[src/rtl/mux_nto1_reg.sv]
// -----------------------------------------------------------------------------
// mux_nto1_reg
//
// Registered N-to-1 channel multiplexer with an optional automatic scan mode.
// In manual mode the channel picked by S is registered onto Y. In scan mode the
// block walks channels 0..N-1, presenting each one for DWELL cycles. SOF marks
// the first dwell cycle of channel 0, which is the start of each scan frame.
//
// Build option:
//   MUX_NTO1_SCAN_EN  - defined  : scan mode, ptr/cnt state and SOF are built.
//                       undefined: M is ignored, the block is always in manual
//                                  mode and SOF is tied to 0. Ports are unchanged.
//
// Parameters:
//   N      number of input channels (2..16)
//   W      width of one channel in bits (1..32)
//   DWELL  cycles each channel is shown in scan mode (1..255)
//   SW     select/channel field width, max(1, ceil(log2 N)) (derived)
//
// Ports:
//   clk  in   rising-edge clock
//   rst  in   synchronous active-high reset
//   I    in   packed channels; channel k is I[k*W +: W]
//   S    in   manual channel select
//   M    in   mode: 0 = manual, 1 = scan
//   EN   in   advance enable; 0 freezes Y/CH and scan position
//   Y    out  registered selected data
//   CH   out  index of the channel currently on Y
//   V    out  Y/CH were updated at the last edge
//   SOF  out  start of scan frame
// -----------------------------------------------------------------------------
module mux_nto1_reg #(
  parameter int N     = 4,
  parameter int W     = 8,
  parameter int DWELL = 1,
  localparam int SW   = (N > 2) ? $clog2(N) : 1
) (
  input  logic           clk,
  input  logic           rst,
  input  logic [N*W-1:0] I,
  input  logic [SW-1:0]  S,
  input  logic           M,
  input  logic           EN,
  output logic [W-1:0]   Y,
  output logic [SW-1:0]  CH,
  output logic           V,
  output logic           SOF
);

  // Manual-path selection. When N is not a power of two, S can address a
  // channel that does not exist; man_ok flags that so the outputs can hold.
  logic [W-1:0] man_data;
  logic         man_ok;

  // NOTE: every variable assigned in always_comb gets a default at the top of
  // the block, so no path leaves it unassigned and no latch is inferred.
  always_comb begin
    man_data = '0;
    man_ok   = 1'b0;
    for (int k = 0; k < N; k++) begin
      if (int'(S) == k) begin
        man_data = I[k*W +: W];
        man_ok   = 1'b1;
      end
    end
  end

`ifdef MUX_NTO1_SCAN_EN

  localparam logic [7:0]    CNT_LAST = 8'(DWELL - 1);
  localparam logic [SW-1:0] PTR_LAST = SW'(N - 1);

  // Scan position: ptr is the channel being presented, cnt counts dwell
  // cycles on it. Both sit at 0 whenever the block is not scanning, which is
  // what makes a manual->scan switch start cleanly at channel 0 with SOF.
  logic [SW-1:0] ptr;
  logic [7:0]    cnt;
  logic [W-1:0]  scan_data;
  logic          sof_q;

  always_comb begin
    scan_data = '0;
    for (int k = 0; k < N; k++) begin
      if (int'(ptr) == k) begin
        scan_data = I[k*W +: W];
      end
    end
  end

  // NOTE: all sequential state uses non-blocking assignments so every
  // register samples the values from before the edge, regardless of the
  // order of statements inside the block.
  always_ff @(posedge clk) begin
    if (rst) begin
      Y     <= '0;
      CH    <= '0;
      V     <= 1'b0;
      sof_q <= 1'b0;
      ptr   <= '0;
      cnt   <= '0;
    end else if (!EN) begin
      // Frozen: data, channel and scan position hold; only the strobes drop.
      V     <= 1'b0;
      sof_q <= 1'b0;
    end else if (M) begin
      Y     <= scan_data;
      CH    <= ptr;
      V     <= 1'b1;
      sof_q <= (ptr == '0) && (cnt == '0);
      if (cnt == CNT_LAST) begin
        cnt <= '0;
        ptr <= (ptr == PTR_LAST) ? '0 : ptr + 1'b1;
      end else begin
        cnt <= cnt + 1'b1;
      end
    end else begin
      // Manual mode abandons any scan in progress.
      ptr   <= '0;
      cnt   <= '0;
      sof_q <= 1'b0;
      if (man_ok) begin
        Y  <= man_data;
        CH <= S;
        V  <= 1'b1;
      end else begin
        V  <= 1'b0;
      end
    end
  end

  assign SOF = sof_q;

`else

  // Scan support is not built: the mode input has no effect.
  logic unused_m;
  assign unused_m = M;

  always_ff @(posedge clk) begin
    if (rst) begin
      Y  <= '0;
      CH <= '0;
      V  <= 1'b0;
    end else if (!EN) begin
      V  <= 1'b0;
    end else if (man_ok) begin
      Y  <= man_data;
      CH <= S;
      V  <= 1'b1;
    end else begin
      V  <= 1'b0;
    end
  end

  assign SOF = 1'b0;

`endif

endmodule

[config.mk]
export PLATFORM = sky130hd
export DESIGN_NAME = mux_nto1_reg
export DESIGN_NICKNAME = d
export VERILOG_FILES = /design/src/rtl/mux_nto1_reg.sv
export SDC_FILE = /design/constraint.sdc
export NUM_CORES = 1
export LEC_CHECK = 0
export CORE_AREA = 5 5 53 55
export CTS_CLUSTER_DIAMETER = 50
export DETAILED_ROUTE_END_ITERATION = 16
export DIE_AREA = 0 0 58 60
export PLACE_DENSITY = 0.76
export SLEW_MARGIN = 10
export SYNTH_ARGS = -nofsm -noshare
export SYNTH_HDL_FRONTEND = slang
export SYNTH_SLANG_ARGS = --single-unit
[constraint.sdc]
create_clock -name clk -period 0.8 [get_ports clk]
set_input_delay 0.08 -clock clk [delete_from_list [all_inputs] [get_ports clk]]
set_output_delay 0.08 -clock clk [all_outputs]
set_load 0.1 [all_outputs]
==> impl_results.md, run 1 <==
- Clock slew at reported path FFs: 0.07 ns
- Max Slew Vio Count: 0
- Pwr dens: ~1300 nW/um2
- Area grow syn2layout: 145%
- Data required, critical path: between 0.7 and 0.8 ns
- Synth Area per Inst: between 10 and 15 um2
- Reg2Reg Capture Point: Y[2]
- Tcrit/Tclk final: 120%
- GR Util All Layers: 14.2%
- HP Class: in -> reg
- Clock Latency Late Sink: roughly 0.26 ns
- Worst EP arrival: a little under 0.9 ns
- Via density: ~4.6
- Reg2reg setup slack: -0.07 ns
- Tot Pwr: 0.00197 W
- Post-Synthesis Net Count: 95
- Violated checks: negative setup slack
- Worst hold path depth: 3
- Leak: between 0.6 and 0.7 nW
- Metal-1 WL: around 960 um
- Synth Instances: 57
- Core area: around 2300 um2
- Hold Slack: ~0.24 ns
- First-pass GRT wire length: 3.70 mm
- IO Port Bufs: 47
- #FFs+latches synth: 11
- Die area: approximately 3500 um2
- Fin crit period: about 0.96 ns
- Most frequent cells in the layout: clkdlybuf4s50_1 (32), mux2i_1 (14), buf_12 (12)
- Vias in the first global route: 780
- DR iter-0 viols: 10
- Met2 Routed Length: between 1 and 1.5 mm
- Nature of the critical path startpoint: flop
- Clk buf depth: 2
- Clock buffers created by TritonCTS: 3
- Sequential area share after synthesis: a little over a third
- Yosys warnings: 0
- DRC violations left: 0
- GP Congestion: around 0.75
- Share of post-route cells with drive strength above 1: between 50% and 60%
- HP Start: S[1]
- Netlist area before placement: 617 um2
- Critical path class: reg -> out
- Worst min-delay path endpoint: CH[1]
- H-tree depth: 1
- Site row count: 18
- Drt first pass iters: 5
- Die X: 58 um
- Fin worst setup slack: -0.161 ns
- Overflow left after global routing: 0
- Final Hold Viols: 0
- Fillers: 188
- Worst r2r src: Y[2]
- Cell chain of the critical path: buf_6, buf_12
- Layout Skew: 0 ns
- Dpl hpwl: about 1.7 mm
- Max-Cap Viols: 0
- # setup viols final: 19
- RSZ-0062 raised after global routing: true
- Final WL: approximately 2.2 mm
- Top Metal Used: met4
- Yosys cell types: 13
- Crit path largest cell delay: around 0.35 ns
- Max Fanout on Critical Path: 2
- Most common cell after layout, fill and taps aside: clkdlybuf4s50_1
- Clock tree sinks: 11
- Fin util: roughly 64%
- Worst reg-to-reg path cell count: 2
- Peak VDD IR: roughly 900 uV
- Initial antenna violation count: 0
- CTS tree: built
- Die extent in y: 60 um
- Post-route ant nets: 0
- Total number of vias: ~670
- Clock root buffer: clkbuf_4
- Starting density of the core: 26.3%
- Avg WL per Cell: 15.4 um
- Max Fclk: around 1.0 GHz
- Status: finished, violations left
- Largest net degree at the start of global routing: 13
- I/O pin count: 50
- Number of diodes: 0
- Met3 WL: about 240 um
- Slowest-stage cell, CP: dfxtp_4
- Final nets: 155
- Critical Path Sink Type: primary output
==> timing repair <==
| action | in CTS | in global routing |
|---|---|---|
| gates resized for setup | 22 | 8 |
| hold buffers | 0 | 0 |
| setup endpoints to repair | 21 | 19 |
| gates cloned | 1 | 0 |
| hold endpoints to repair | 0 | 0 |
| pin swaps | 2 | 0 |
| buffers inserted | 1 | 0 |
==> worst max-delay path: cells and delay by family (launching register included) <==
family   cells  cell delay (ns)
flops        1             0.35
buf+inv      2             0.26
==> area by class of cell <==
| class | count | area, um2 | share of cell area, % |
|---|---|---|---|
| Multi-Input combinational cell | 40 | 434 | 28.8 |
| Tap cell | 30 | 37.5 | 2.49 |
| Sequential cell | 11 | 259 | 17.2 |
| Clock buffer | 4 | 26.3 | 1.74 |
| Timing Repair Buffer | 61 | 752 | 49.8 |
==> cells in the mapped netlist <==
cell type / count / area, um2
buf_2: 2 / 10.0
buf_4: 3 / 22.5
clkbuf_1: 1 / 3.75
conb_1: 1 / 3.75
dfxtp_1: 11 / 220
mux2i_1: 18 / 180
nand3b_1: 1 / 7.51
nor2_1: 2 / 7.51
nor2b_1: 1 / 6.26
o221ai_1: 7 / 61.3
o221ai_2: 1 / 15.0
or3b_1: 6 / 52.6
or3b_2: 3 / 26.3
==> power breakdown <==
| group | internal, W | total [W] | leakage (nW) | switching, W |
|---|---|---|---|---|
| registers | 0.000582 | 0.000614 | 0.0978 | 0.0000321 |
| clock network | 0.000193 | 0.000368 | 0.0150 | 0.000175 |
| logic | 0.000495 | 0.000986 | 0.500 | 0.000491 |
| total | 0.00127 | 0.00197 | 0.613 | 0.000698 |
==> per-stage QoR <==
step	std cells	cell area [um2]	setup slack [ns]	setup TNS, ns
CTS	146	1490	-0.177	-2.04
global route	146	1510	-0.206	-2.46
finish	146	1510	-0.161	-1.84
detailed placement	140	1350	-0.584	-5.31
floorplan	57	663	-0.266	-1.96
global placement	140	1350	-0.527	-4.82
==> flip-flops by register name, indices dropped and copies added (netlist names) <==
signal  count
Y           8
CH          2
V           1
==> layer usage <==
metal | vias up | track usage [%]
met1 | 298 | 16.3
met3 | 2 | 6.05
met4 | 0 | 4.97
met2 | 37 | 23.5
met5 | - | 0
li1 | 335 | -
==> worst max path at each step <==
stage | to | from | slack, ns
finish | Y[4] | Y[4] | -0.16
global route | Y[4] | Y[4] | -0.21
CTS | Y[4] | Y[4] | -0.18
detailed placement | Y[5] | S[1] | -0.58
global placement | Y[3] | S[1] | -0.53
floorplan | Y[1] | Y[1] | -0.27
==> cell families after synthesis <==
logic type	after synthesis	share of synthesized area [%]
muxes	18	29.2
and+or+nand+nor	13	16.2
DFF	11	35.7
AOI/OAI and AO/OA	8	12.4
buffers and inverters	6	5.88
other	1	0.608
No activity file was read; power rests on OpenSTA's default activity.
==> run 2, diff against run 1 <==
- MAX_ROUTING_LAYER: not set -> met4
- TNS_END_PERCENT: not set -> 30
==> run 2 against run 1 <==
Net effect: global-route usage shrank 0.12 points; critical path depth is the same; clock-buffer cell count is the same; hold slack gained 0.010 ns; worst setup slack lost 0.0021 ns; combinational power shrank 2%; sequential power is essentially flat; design area shrank 1.1%; sequential cell count is the same; the flow still finishes with violations (negative setup slack); total power is essentially flat; sequential share of layout area shrank 0.15 points.
==> impl_results.md, run 2 (synthesized netlist as in run 1, its figures left out) <==
- Biggest register: Y
- Setup Total Neg Slack: -1.90 ns
- Drt first pass iters: 4
- Final Hold Viols: 0
- Data required, critical path: 0.72 ns
- Final WL: between 2 and 2.5 mm
- Fin worst setup slack: -0.164 ns
- Max Slew Vio Count: 0
- DR iter-0 viols: 12
- Worst hold path depth: 3
- Largest register FFs: 8
- Reg2Reg Capture Point: Y[7]
- Clock slew at reported path FFs: approximately 0.070 ns
- Layout Skew: 0 ns
- Critical path class: reg -> out
- Worst min-delay path endpoint: CH[1]
- Leak: roughly 0.62 nW
- Avg WL per Cell: roughly 15 um
- Initial antenna violation count: 0
- Worst reg-to-reg path cell count: 2
- Tcrit/Tclk final: 120%
- Clock tree sinks: 11
- Largest net degree at the start of global routing: 13
- DRC violations left: 0
- Pwr dens: around 1300 nW/um2
- Most frequent cells in the layout: clkdlybuf4s50_1 (32), mux2i_1 (17), buf_12 (12)
- Peak VDD IR: approximately 910 uV
- Reg2reg setup slack: -0.07 ns
- Share of post-route cells with drive strength above 1: a little under half
- Dpl hpwl: 1.70 mm
- Clock Latency Late Sink: about 0.27 ns
- Total number of vias: about 700
- Violated checks: negative setup slack
- Number of diodes: 0
- Status: finished, violations left
- Top Registers: Y x8, CH x2, V x1
- H-tree depth: 1
- GP Congestion: around 0.72
- Area grow syn2layout: 142%
- Max Fclk: between 1 and 1.5 GHz
- Die extent in y: ~60 um
- CTS tree: built
- Vias in the first global route: 801
- Clock root buffer: clkbuf_4
- Die area: between 3000 and 4000 um2
- Fillers: 176
- Final instance area: 1490 um2
- Worst EP arrival: between 0.8 and 0.9 ns
- Dpl cell area: approximately 1400 um2
- # setup viols final: 19
- Site row count: 18
- Crit path largest cell delay: 0.35 ns
- Post-route ant nets: 0
- Max Fanout on Critical Path: 2
- Max-Cap Viols: 0
- I/O pin count: 50
- HP Class: in -> reg
- FF+latch area: approximately 250 um2
- Critical Path Sink Type: primary output
- Worst Path Buf+Inv: 2
- HP Start: S[1]
- Die X: just under 60 um
- Most common cell after layout, fill and taps aside: clkdlybuf4s50_1
- Setup repair bufs after CTS: 0
- Core area: around 2300 um2
- Nature of the critical path startpoint: flop
- Clk buf depth: 2
- Worst r2r src: Y[7]
- CP top delay family: flip-flops
- Slowest-stage cell, CP: dfxtp_4
- Via density: around 4.7
- Overflow left after global routing: 0
- Hold-fix buffers, CTS: 0
- IO Port Bufs: 47
- Starting density of the core: between 20% and 30%
- Clock buffers created by TritonCTS: 3
- Cell chain of the critical path: buf_6, buf_12
- Multi-input logic area: roughly 410 um2
- GR Util All Layers: roughly 14%
- Fin crit period: a little under 1 ns
- RSZ-0062 raised after global routing: true
- First-pass GRT wire length: about 3.6 mm
- Final nets: between 150 and 200
==> run 2: timing repair <==
item / 4_1_cts / 5_1_grt
gates cloned: 1 / 0
endpoints found under the setup margin: 21 / 19
pin swaps: 1 / 0
gates resized for setup: 22 / 2
==> run 2: final cells by class <==
type,instances,share of cell area (%)
timing repair buffer,62,51.0
multi-input combinational,40,27.7
sequential,11,17.0
tap,30,2.51
clock buffer,4,1.76
==> run 2: worst max path at each step <==
stage / start / endpoint / slack [ns] / depth (start not counted)
4_1_cts: Y[7] / Y[7] / -0.17 / 2
6_report: Y[0] / Y[0] / -0.16 / 2
3_5_place_dp: S[1] / Y[7] / -0.58 / 3
2_1_floorplan: Y[1] / Y[1] / -0.27 / 2
3_3_place_gp: EN / Y[3] / -0.52 / 3
5_1_grt: Y[6] / Y[6] / -0.20 / 2
==> run 2: report_power, final <==
| group | leakage, nW | internal, W | total (W) | switching (W) |
|---|---|---|---|---|
| clock network | 0.0150 | 0.000193 | 0.000381 | 0.000187 |
| logic | 0.506 | 0.000487 | 0.000971 | 0.000483 |
| registers | 0.0971 | 0.000586 | 0.000617 | 0.0000308 |
| total | 0.618 | 0.00127 | 0.00197 | 0.000702 |
==> run 2: worst reg2reg max path, delay by kind of cell (launching register included) <==
family          cells  cell delay, ns
compound gates      1            0.06
flops               1            0.36
simple gates        1            0.37
==> run 2: metal layers <==
layer	routed length (um)	track usage, %
met5	0	-
met4	48	5.30
met3	202	4.75
met2	1130	25.0
met1	777	14.3
==> run 2: per-stage QoR <==
step                      util (%)  std cells  hold WS (ns)  power, W  setup WS (ns)
after detailed placement      57.9        142         0.511   0.00153         -0.583
after floorplan                  -         57         0.227   0.00108         -0.266
after global placement        57.9        142         0.514   0.00152         -0.518
after CTS                     63.4        147         0.253   0.00198         -0.169
after global routing          63.7        147         0.285   0.00207         -0.199
final                         63.7        147         0.252   0.00197         -0.164
==> run 3, diff against run 2 <==
- MAX_ROUTING_LAYER: met4 -> not set
==> run 3 against run 2 <==
Net effect: the flow still finishes with violations (negative setup slack); non-clock buffer count is the same; via count shrank 0.43%; worst setup slack is essentially flat; register-to-register slack is essentially flat; clock power is essentially flat; design area is the same; utilization is the same; critical endpoint unchanged.
==> impl_results.md, run 3 (synthesized netlist as in run 1, its figures left out) <==
- Status: finished, violations left
- Violated checks: negative setup slack
- Multi-input logic area: about 410 um2
- Peak VDD IR: 909 uV
- Worst reg-to-reg path cell count: 2
- Max Fclk: roughly 1.0 GHz
- Dpl hpwl: 1.70 mm
- Final WL: ~2.2 mm
- Reg2reg setup slack: -0.07 ns
- Core area: 2340 um2
- Data required, critical path: between 0.7 and 0.8 ns
- Avg WL per Cell: 14.6 um
- GP Congestion: about 0.71
- Final nets: ~160
- Fillers: about 180
- Via density: 4.73
- H-tree depth: 1
- RSZ-0062 raised after global routing: true
- Layout Skew: 0 ns
- Die extent in y: around 60 um
- Clock slew at reported path FFs: around 0.07 ns
- Largest net degree at the start of global routing: 13
- Number of diodes: 0
- Max-Cap Viols: 0
- DR iter-0 viols: 11
- Setup Total Neg Slack: -1.90 ns
- # setup viols final: 19
- Fin worst setup slack: -0.164 ns
- Area grow syn2layout: 142%
- Final Hold Viols: 0
- Clock buffers created by TritonCTS: 3
- Pre-CTS setup slack: -0.583 ns
- Share of post-route cells with drive strength above 1: a little under half
- Tcrit/Tclk final: 120%
- Top Registers: Y x8, CH x2, V x1
- Clock Latency Late Sink: roughly 0.27 ns
- Crit path launch: Y[0]
- Reg2Reg Capture Point: Y[7]
- Post-route ant nets: 0
- Clock tree sinks: 11
- CTS tree: built
- Most frequent cells in the layout: clkdlybuf4s50_1 (32), mux2i_1 (17), buf_12 (12)
- Max Slew Vio Count: 0
- Initial antenna violation count: 0
- GR Util All Layers: between 10% and 20%
- Worst EP arrival: slightly below 0.9 ns
- IO Port Bufs: 47
- CP endpoint: Y[0]
- Clock root buffer: clkbuf_4
- Starting density of the core: between 20% and 30%
- Total number of vias: 695
- Hold-fix buffers, CTS: 0
- Die area: ~3500 um2
- Nature of the critical path startpoint: flop
- Crit path largest cell delay: roughly 0.35 ns
- Biggest register: Y
- Slowest-stage cell, CP: dfxtp_4
- Cell chain of the critical path: buf_6, buf_12
- Leak: about 0.6 nW
- I/O pin count: 50
- Clk buf depth: 2
- Critical Path Sink Type: primary output
- Max Fanout on Critical Path: 2
- Fin crit period: a little under 1 ns
- Die X: 58 um
- FF+latch area: between 200 and 300 um2
- Tot Pwr: between 0.0015 and 0.002 W
- DRC violations left: 0
- Drt first pass iters: 4
- Overflow left after global routing: 0
- Worst r2r src: Y[7]
- HP Class: in -> reg
- First-pass GRT wire length: ~3.6 mm
- Pwr dens: between 1000 and 1500 nW/um2
- Largest register FFs: 8
- Vias in the first global route: 799
- Most common cell after layout, fill and taps aside: clkdlybuf4s50_1
- Site row count: 18
- Critical path class: reg -> out
run 3: cell counts in the layout (fill, tap and decap cells not counted):
Identical to the previous run, type by type.
run 3: how the worst min path moves through the flow:
stage / startpoint / slack [ns] / to / depth (start not counted)
floorplan: S[1] / 0.23 / CH[1] / 2
global placement: CH[0] / 0.51 / CH[0] / 2
detailed placement: CH[0] / 0.51 / CH[0] / 2
CTS: S[1] / 0.25 / CH[1] / 3
global route: S[1] / 0.28 / CH[1] / 3
finish: S[1] / 0.25 / CH[1] / 3
run 3: metal layers:
metal  vias up  part of all wire, %  track usage, %  wire length, um
met4         0                  2.2            5.30               48
met2        33                   52            25.0             1130
met3         4                   10            5.18              215
met1       320                   35            14.0              762
met5         -                    0               0                0
li1        338                    -               -                -
run 3: worst max-delay path: cells and delay by family (launching register included):
| family | cells | cell delay (ns) |
|---|---|---|
| flops | 1 | 0.35 |
| buf+inv | 2 | 0.26 |
run 3: what timing repair did:
action / 4_1_cts / 5_1_grt
endpoints found under the setup margin: 21 / 19
buffers inserted: 0 / 0
gates resized for setup: 22 / 2
cloned: 1 / 0
pin swaps: 1 / 0
run 3: power by group:
part / switching (W) / total (W) / internal [W]
Clock: 0.000188 / 0.000382 / 0.000193
Sequential: 0.0000307 / 0.000616 / 0.000586
Combinational: 0.000483 / 0.000970 / 0.000487
run 3: cell type report:
type / instances / share of cell area [%]
timing repair buffer: 62 / 51.0
tap: 30 / 2.51
multi-input combinational: 40 / 27.7
clock buffer: 4 / 1.76
sequential: 11 / 17.0
run 3: metrics by stage:
| stage | utilization (%) | hold slack, ns | instance area, um2 | cells |
|---|---|---|---|---|
| floorplan | - | 0.227 | 657 | 57 |
| global placement | 57.9 | 0.514 | 1360 | 142 |
| detailed placement | 57.9 | 0.511 | 1360 | 142 |
| CTS | 63.4 | 0.253 | 1480 | 147 |
| global route | 63.7 | 0.285 | 1490 | 147 |
| finish | 63.7 | 0.252 | 1490 | 147 |
